<file path="config.mk">
export PLATFORM = sky130hd
export DESIGN_NAME = stump_reg_bank_flat
export DESIGN_NICKNAME = d
export VERILOG_FILES = /design/src/rtl/stump_reg_bank_if.sv /design/src/rtl/stump_reg_bank.sv /design/src/flat_wrapper.sv
export SDC_FILE = /design/constraint.sdc
export NUM_CORES = 1
export LEC_CHECK = 0
export BUFFER_PORTS_ARGS = -buffer_cell sky130_fd_sc_hd__buf_2
export CORE_MARGIN = 4
export CORE_UTILIZATION = 50
export DETAILED_ROUTE_END_ITERATION = 10
export PLACE_DENSITY = 0.71
export SYNTH_ARGS = -nofsm -noshare
export SYNTH_HDL_FRONTEND = slang
export SYNTH_SLANG_ARGS = --single-unit
</file>
<file path="constraint.sdc">
create_clock -name clk -period 3.11 [get_ports clk]
set_input_delay 0.1555 -clock clk [delete_from_list [all_inputs] [get_ports clk]]
set_output_delay 0.1555 -clock clk [all_outputs]
set_load 0.03 [all_outputs]
</file>
<file path="src/rtl/stump_reg_bank_if.sv">
// ============================================================================
//  Module      : stump_reg_bank_if
//  Description : Port bundle for the Stump register bank: write-back, PC
//                increment, three read ports and the condition-code register.
//  Revision    : 1.0 - initial release
// ============================================================================
`default_nettype none

interface stump_reg_bank_if;
  logic        write_en;
  logic [2:0]  write_addr;
  logic [15:0] write_data;
  logic        pc_inc;
  logic [2:0]  read_addr_A;
  logic [15:0] read_data_A;
  logic [2:0]  read_addr_B;
  logic [15:0] read_data_B;
  logic [2:0]  read_addr_C;
  logic [15:0] read_data_C;
  logic [15:0] pc_out;
  logic        cc_en;
  logic [3:0]  cc_in;
  logic [3:0]  cc_out;

  // Datapath/control side: issues writes and read selects, consumes read data.
  modport master (
    output write_en, write_addr, write_data, pc_inc,
    output read_addr_A, read_addr_B, read_addr_C,
    output cc_en, cc_in,
    input  read_data_A, read_data_B, read_data_C, pc_out, cc_out
  );

  // Register bank side.
  modport slave (
    input  write_en, write_addr, write_data, pc_inc,
    input  read_addr_A, read_addr_B, read_addr_C,
    input  cc_en, cc_in,
    output read_data_A, read_data_B, read_data_C, pc_out, cc_out
  );
endinterface

`default_nettype wire

</file>
<file path="src/rtl/stump_reg_bank.sv">
// ============================================================================
//  Module      : stump_reg_bank
//  Description : Stump R0..R7 register file (R0 = zero, R7 = PC) with three
//                combinational read ports and the {N,Z,V,C} register.
//                Optional write-through forwarding: STUMP_REG_BYPASS_EN.
//  Revision    : 1.0 - initial release
// ============================================================================
`default_nettype none

module stump_reg_bank #(
  parameter logic [15:0] PC_RESET = 16'h0000,
  parameter logic [3:0]  CC_RESET = 4'b0000
) (
  input  wire logic         clk,
  input  wire logic         rst,
  stump_reg_bank_if.slave   bus
);

  localparam logic [2:0] c_zero_addr = 3'd0;
  localparam logic [2:0] c_pc_addr   = 3'd7;

  logic [15:0] r_gpr [1:6];
  logic [15:0] r_pc;
  logic [3:0]  r_cc;

  logic [15:0] w_view [0:7];
  logic        w_pc_write;
  logic        w_fwd_A;
  logic        w_fwd_B;
  logic        w_fwd_C;
  logic        w_fwd_pc;
  logic        w_fwd_cc;

  assign w_pc_write = bus.write_en && (bus.write_addr == c_pc_addr);

  // General-purpose registers R1..R6; address 0 has no storage behind it.
  always_ff @(posedge clk) begin
    if (rst) begin
      for (int i = 1; i <= 6; i++) begin
        r_gpr[i] <= 16'h0000;
      end
    end else if (bus.write_en) begin
      for (int i = 1; i <= 6; i++) begin
        if (bus.write_addr == 3'(i)) begin
          r_gpr[i] <= bus.write_data;
        end
      end
    end
  end

  // An explicit write to R7 wins over the increment in the same cycle.
  always_ff @(posedge clk) begin
    if (rst) begin
      r_pc <= PC_RESET;
    end else if (w_pc_write) begin
      r_pc <= bus.write_data;
    end else if (bus.pc_inc) begin
      r_pc <= r_pc + 16'h0001;
    end
  end

  always_ff @(posedge clk) begin
    if (rst) begin
      r_cc <= CC_RESET;
    end else if (bus.cc_en) begin
      r_cc <= bus.cc_in;
    end
  end

  always_comb begin
    w_view[0] = 16'h0000;
    for (int i = 1; i <= 6; i++) begin
      w_view[i] = r_gpr[i];
    end
    w_view[7] = r_pc;
  end

`ifdef STUMP_REG_BYPASS_EN
  // Forward the in-flight write; R0 is never a forwarding target.
  assign w_fwd_A  = bus.write_en && (bus.write_addr != c_zero_addr) &&
                    (bus.write_addr == bus.read_addr_A);
  assign w_fwd_B  = bus.write_en && (bus.write_addr != c_zero_addr) &&
                    (bus.write_addr == bus.read_addr_B);
  assign w_fwd_C  = bus.write_en && (bus.write_addr != c_zero_addr) &&
                    (bus.write_addr == bus.read_addr_C);
  assign w_fwd_pc = w_pc_write;
  assign w_fwd_cc = bus.cc_en;
`else
  assign w_fwd_A  = 1'b0;
  assign w_fwd_B  = 1'b0;
  assign w_fwd_C  = 1'b0;
  assign w_fwd_pc = 1'b0;
  assign w_fwd_cc = 1'b0;
`endif

  assign bus.read_data_A = w_fwd_A  ? bus.write_data : w_view[bus.read_addr_A];
  assign bus.read_data_B = w_fwd_B  ? bus.write_data : w_view[bus.read_addr_B];
  assign bus.read_data_C = w_fwd_C  ? bus.write_data : w_view[bus.read_addr_C];
  assign bus.pc_out      = w_fwd_pc ? bus.write_data : r_pc;
  assign bus.cc_out      = w_fwd_cc ? bus.cc_in      : r_cc;

endmodule

`default_nettype wire
</file>
<file path="src/flat_wrapper.sv">
// flat-port wrapper written by rule: the top's interface ports become plain ports
module stump_reg_bank_flat 
#(
  parameter logic [15:0] PC_RESET = 16'h0000,
  parameter logic [3:0]  CC_RESET = 4'b0000
)
  (clk, rst, bus_write_en, bus_write_addr, bus_write_data, bus_pc_inc, bus_read_addr_A, bus_read_addr_B, bus_read_addr_C, bus_cc_en, bus_cc_in, bus_read_data_A, bus_read_data_B, bus_read_data_C, bus_pc_out, bus_cc_out);
  stump_reg_bank_if bus_i ();
  input  wire logic clk;
  input  wire logic rst;
  input wire logic [$bits(bus_i.write_en)-1:0] bus_write_en;
  input wire logic [$bits(bus_i.write_addr)-1:0] bus_write_addr;
  input wire logic [$bits(bus_i.write_data)-1:0] bus_write_data;
  input wire logic [$bits(bus_i.pc_inc)-1:0] bus_pc_inc;
  input wire logic [$bits(bus_i.read_addr_A)-1:0] bus_read_addr_A;
  input wire logic [$bits(bus_i.read_addr_B)-1:0] bus_read_addr_B;
  input wire logic [$bits(bus_i.read_addr_C)-1:0] bus_read_addr_C;
  input wire logic [$bits(bus_i.cc_en)-1:0] bus_cc_en;
  input wire logic [$bits(bus_i.cc_in)-1:0] bus_cc_in;
  output wire logic [$bits(bus_i.read_data_A)-1:0] bus_read_data_A;
  output wire logic [$bits(bus_i.read_data_B)-1:0] bus_read_data_B;
  output wire logic [$bits(bus_i.read_data_C)-1:0] bus_read_data_C;
  output wire logic [$bits(bus_i.pc_out)-1:0] bus_pc_out;
  output wire logic [$bits(bus_i.cc_out)-1:0] bus_cc_out;
  assign bus_i.write_en = bus_write_en;
  assign bus_i.write_addr = bus_write_addr;
  assign bus_i.write_data = bus_write_data;
  assign bus_i.pc_inc = bus_pc_inc;
  assign bus_i.read_addr_A = bus_read_addr_A;
  assign bus_i.read_addr_B = bus_read_addr_B;
  assign bus_i.read_addr_C = bus_read_addr_C;
  assign bus_i.cc_en = bus_cc_en;
  assign bus_i.cc_in = bus_cc_in;
  assign bus_read_data_A = bus_i.read_data_A;
  assign bus_read_data_B = bus_i.read_data_B;
  assign bus_read_data_C = bus_i.read_data_C;
  assign bus_pc_out = bus_i.pc_out;
  assign bus_cc_out = bus_i.cc_out;
  stump_reg_bank #(.PC_RESET(PC_RESET), .CC_RESET(CC_RESET)) u_core (.clk(clk), .rst(rst), .bus(bus_i));
endmodule
</file>
Word level (Yosys, flattened, before mapping)
Memories as Yosys holds them, arrays and structs flattened. Index checks and enable logic that the tools add are counted.

Add/subtract/negate cells: 1. Magnitude comparators: 3. Equality and inequality tests: 7. Multiplexer cells: 43. Bitwise operators: 9. Reductions and logical operators: 2.

Operator list (count): 16-bit 2-to-1 mux (14); 16-bit binary-select mux with 3-bit select (3); 1-bit 2-to-1 mux (26); 16-bit by 1-bit adder with 16-bit output, second input constant (1); 3-bit == test, second input constant (4); 4-bit greater-or-equal comparator, second input constant (3); 3-bit NOT with 4-bit output (3); 3-bit by 2-bit == test with 1-bit output, second input constant (2); 1-bit OR (6); 3-bit by 1-bit == test with 1-bit output, second input constant (1); 2-bit nonzero test (1); 1-bit logical AND (1).

Bits in registers: 20. Memory bits (writable): 96. Output and inout bits: 68. Word-level logic and storage cells: 68. Memories kept: 1.

Memory list: u_core.r_gpr (depth 6, width 16, read ports 6, clocked after memory_dff 0, wr ports 6, RTL line stump_reg_bank.sv:22) `logic [15:0] r_gpr [1:6];`.

Longest topological paths before layout
Depth after elaboration: 6. Mapped depth: 6. Depth with buffers taken out: 5.

Worst setup path after synthesis
No wires, ideal clock.

Path type: in2reg. Start point: input bus_write_en. End point: register u_core.r_gpr[0][32] (netlist name). Setup time: 0.415 ns. Arrival: 1.600 ns. Data required time: 2.695 ns. Setup slack: 1.096 ns. Cell stages on the path: 2. Path buffers: 0. Cell sequence: nand2_1 > o31ai_1.

RTL lines: start, declared (RTL line flat_wrapper.sv:11) `input wire logic [$bits(bus_i.write_en)-1:0] bus_write_en;`.

Worst setup path after layout
Start point: input bus_read_addr_A[0]. End point: output bus_read_data_A[15].

Cells in the longest elaborated chain, start to end: 4.

RTL lines: start, declared (RTL line flat_wrapper.sv:15) `input wire logic [$bits(bus_i.read_addr_A)-1:0] bus_read_addr_A;`; 3-bit NOT with 4-bit output (not written as such) (RTL line stump_reg_bank.sv:96) `assign bus.read_data_A = w_fwd_A ? bus.write_data : w_view[bus.read_addr_A];`; 16-bit binary-select mux with 3-bit select (RTL line stump_reg_bank.sv:96); 16-bit 2-to-1 mux (not written as such) (2 in a row) (RTL line stump_reg_bank.sv:96); end, declared (RTL line flat_wrapper.sv:20) `output wire logic [$bits(bus_i.read_data_A)-1:0] bus_read_data_A;`.

No other way between the ends. The select of a mux whose other input is x is not followed.

==> flow_summary.json <==
{
  "cpLargestDelayFamily": "buffers and inverters",
  "place.gp.congestion": 0.946,
  "whs_path_depth": 3,
  "maxSlewViolCount": 0,
  "grt_pass1_wl_um": 32700,
  "outcome": "finished clean",
  "clockRootBuffer": "clkbuf_16",
  "clkSinkCount": 116,
  "postPlaceCellArea_mm2": 0.00798,
  "antenna_left": 0,
  "grt_usage_pct": 26.1,
  "r2r-start": "u_core.bus.pc_out[0]",
  "routed_wl_um": 21500,
  "synth_largest_area_cell": "edfxtp_1",
  "ioPinCount": 105,
  "max_stage_delay_ns": 0.72,
  "coreArea_mm2": 0.0145,
  "design_area_mm2": 0.00864,
  "rrSetupSlack_ns": 1.35,
  "powerDensity_mw_per_mm2": 556,
  "maxCapViolCount": 0,
  "vias_per_cell": 6.39,
  "die_h_um": 130,
  "synth_edf_count": 96,
  "antenna_found_initial": 0,
  "n_antenna_cell": 0,
  "start_kind": "primary input",
  "synth_area_mm2": 0.00740,
  "synth_top_area_share_pct": 39.0,
  "tightest_slew_ns": 1.01,
  "met1_usage_pct": 34.7,
  "syn_inst": 619,
  "critPathBufInv": 2,
  "synthTopCellsByArea": "edfxtp_1, mux4_2, and2_1",
  "cp_common_cell": "buf_2",
  "post-dp-hpwl_um": 14700,
  "cp-end-kind": "primary output",
  "grt_max_degree": 35,
  "slew_headroom_pct": 32.5,
  "cts_tree": "done",
  "fin_tns_setup_ns": 0,
  "fillers": 1170,
  "dr.pass1.iters": 5,
  "syn_area_per_cell_um2": 12.0,
  "drive_above_1_share_pct": 35.8,
  "die_w_um": 130,
  "postCtsSetupBuffers": 0,
  "vias": 5760,
  "die_area_mm2": 0.0168,
  "fin_ws_ns": 0.945,
  "crit_required_ns": 2.95,
  "ys_ff_latch": 116,
  "r2r_cells": 5,
  "ir_drop_mv": 0.316,
  "final-setup-viol-count": 0,
  "skew_ns": 0.00390,
  "async_flop_share_pct": 0,
  "crit_fanout": 34,
  "min_period_ns": 2.17,
  "synth_ff_type": "edfxtp_1",
  "r2r_end": "u_core.bus.pc_out[12]",
  "dp_slack_ns": 1.01,
  "portBuffers": 104,
  "regArea_mm2": 0.00328,
  "nets": 743,
  "detail_route.iter0.violations": 645,
  "start_util_pct": 50.9,
  "overflow": 0,
  "yosys-top-cells-count": "and2_1, edfxtp_1, mux2_2",
  "rsz0062_at_grt": "false",
  "multi_input_area_mm2": 0.00370,
  "cts_buffers": 17,
  "grtUsageMet2_pct": 41.6,
  "synth-warning-count": 0,
  "yosysSeqAreaShare_pct": 44.4,
  "htree_levels": 4,
  "fin_util_pct": 59.4,
  "grt_pass1_vias": 5697,
  "clockBufferDepth": 2,
  "crit_slowest_cell": "buf_2",
  "hold_path_end": "u_core.bus.cc_out[2]",
  "crit_arrival_ns": 2.01,
  "remaining_drc_errors": 0,
  "hp-start": "bus_cc_in[2]",
  "rows": 44,
  "period_share_pct": 69.6,
  "p_leak_nw": 3.28,
  "fmax_mhz": 462,
  "groute.layer.met3.usage_pct": 6.31,
  "yosysUniqueCellTypes": 44,
  "worstSetupPathType": "primary input to primary output",
  "top_usage_layer": "met2",
  "routedWlPerCell_um": 23.9,
  "min_path_type": "primary input to flop",
  "clk_pin_slew_ns": 0.05,
  "clk_latency_ns": 0.42,
  "area_growth_pct": 16.7,
  "worstPathCellList": "buf_2 > mux4_2 > nand2_1 > o21ai_0 > buf_2",
  "synth.net_count": 657,
  "hold_viol_final": 0
}
-- tightest hold or removal path, stage by stage --
cell     delay [ns]
buf_2          0.08
mux2i_1        0.07
nor2_1         0.09
-- area by class of cell --
class	instances	area share, %
multi-input combinational	413	42.8
clock buffer	22	5.49
timing repair buffer	123	7.76
sequential	116	38.0
clock inverter	10	1.77
inverter	34	1.48
tap	184	2.67
-- per-layer routing --
| layer | wire, µm | vias up |
|---|---|---|
| met5 | 0 | - |
| met4 | 573 | 0 |
| met2 | 10300 | 370 |
| met1 | 8600 | 2819 |
| met3 | 2020 | 48 |
| li1 | - | 2523 |
-- worst max-delay path by stage --
stage	from	end	slack [ns]	cells after the start
after CTS	bus_read_addr_A[0]	bus_read_data_A[15]	0.96	5
after detailed placement	bus_read_addr_A[0]	bus_read_data_A[15]	1.01	5
final	bus_read_addr_A[0]	bus_read_data_A[15]	0.94	5
after global routing	bus_read_addr_A[0]	bus_read_data_A[15]	0.87	6
after floorplan	bus_write_en	u_core.r_gpr[0][32]	1.10	2
after global placement	bus_read_addr_A[0]	bus_read_data_A[10]	1.01	6
-- what timing repair did --
action	4_1_cts	5_1_grt
hold buffers	3	0
hold endpoints to repair	3	0
gates resized for setup	0	0
-- registers in the layout, summed over array words and instances (netlist names) --
| register | flops |
|---|---|
| u_core.bus.cc_out | 4 |
| u_core.bus.pc_out | 16 |
| u_core.r_gpr | 96 |
-- stage by stage --
stage          hold slack, ns  std cells  power (mW)
2_1_floorplan           0.303        619        2.47
3_3_place_gp            0.392        867        2.72
3_5_place_dp            0.412        867        2.74
4_1_cts                0.0244        902        4.81
5_1_grt                0.0569        902        4.95
6_report               0.0229        902        4.80
-- layout by cell type, fill, tap and decap left out, drive strengths merged, types with 4 or more instances in the layout --
cell,synthesis,routed
buf,29,120
and2,96,96
edfxtp,96,96
mux4,48,48
mux2,47,47
a21oi,40,40
inv,34,34
o21ai,33,33
a221oi,30,30
nand2,23,23
clkbuf,27,22
dfxtp,20,20
a22oi,17,17
nor3,13,13
nor2,12,12
xnor2,10,10
nand4,7,7
mux2i,6,6
a211oi,6,6
nand3,5,5
nor4,5,5
bufinv,0,4
clkinv,0,4
-- where the power goes --
group          internal (mW)  switching, mW
logic                  0.324          0.519
clock network           1.39          0.680
registers               1.79         0.0989
total                   3.50           1.30
-- kinds of logic (layout without fill, tap and decap cells) --
kind of cell,Yosys count,after routing,synth area share (%)
flip-flops,116,116,44.4
adder cells (fa/ha/maj),1,1,0.169
multiplexers,101,101,22.7
XOR/XNOR,13,13,1.54
buffers and inverters,90,189,5.83
AND/OR/NAND/NOR,168,168,14.1
AO/OA/AOI/OAI,130,130,11.2
Note: power is estimated with default switching activity, not from simulation.
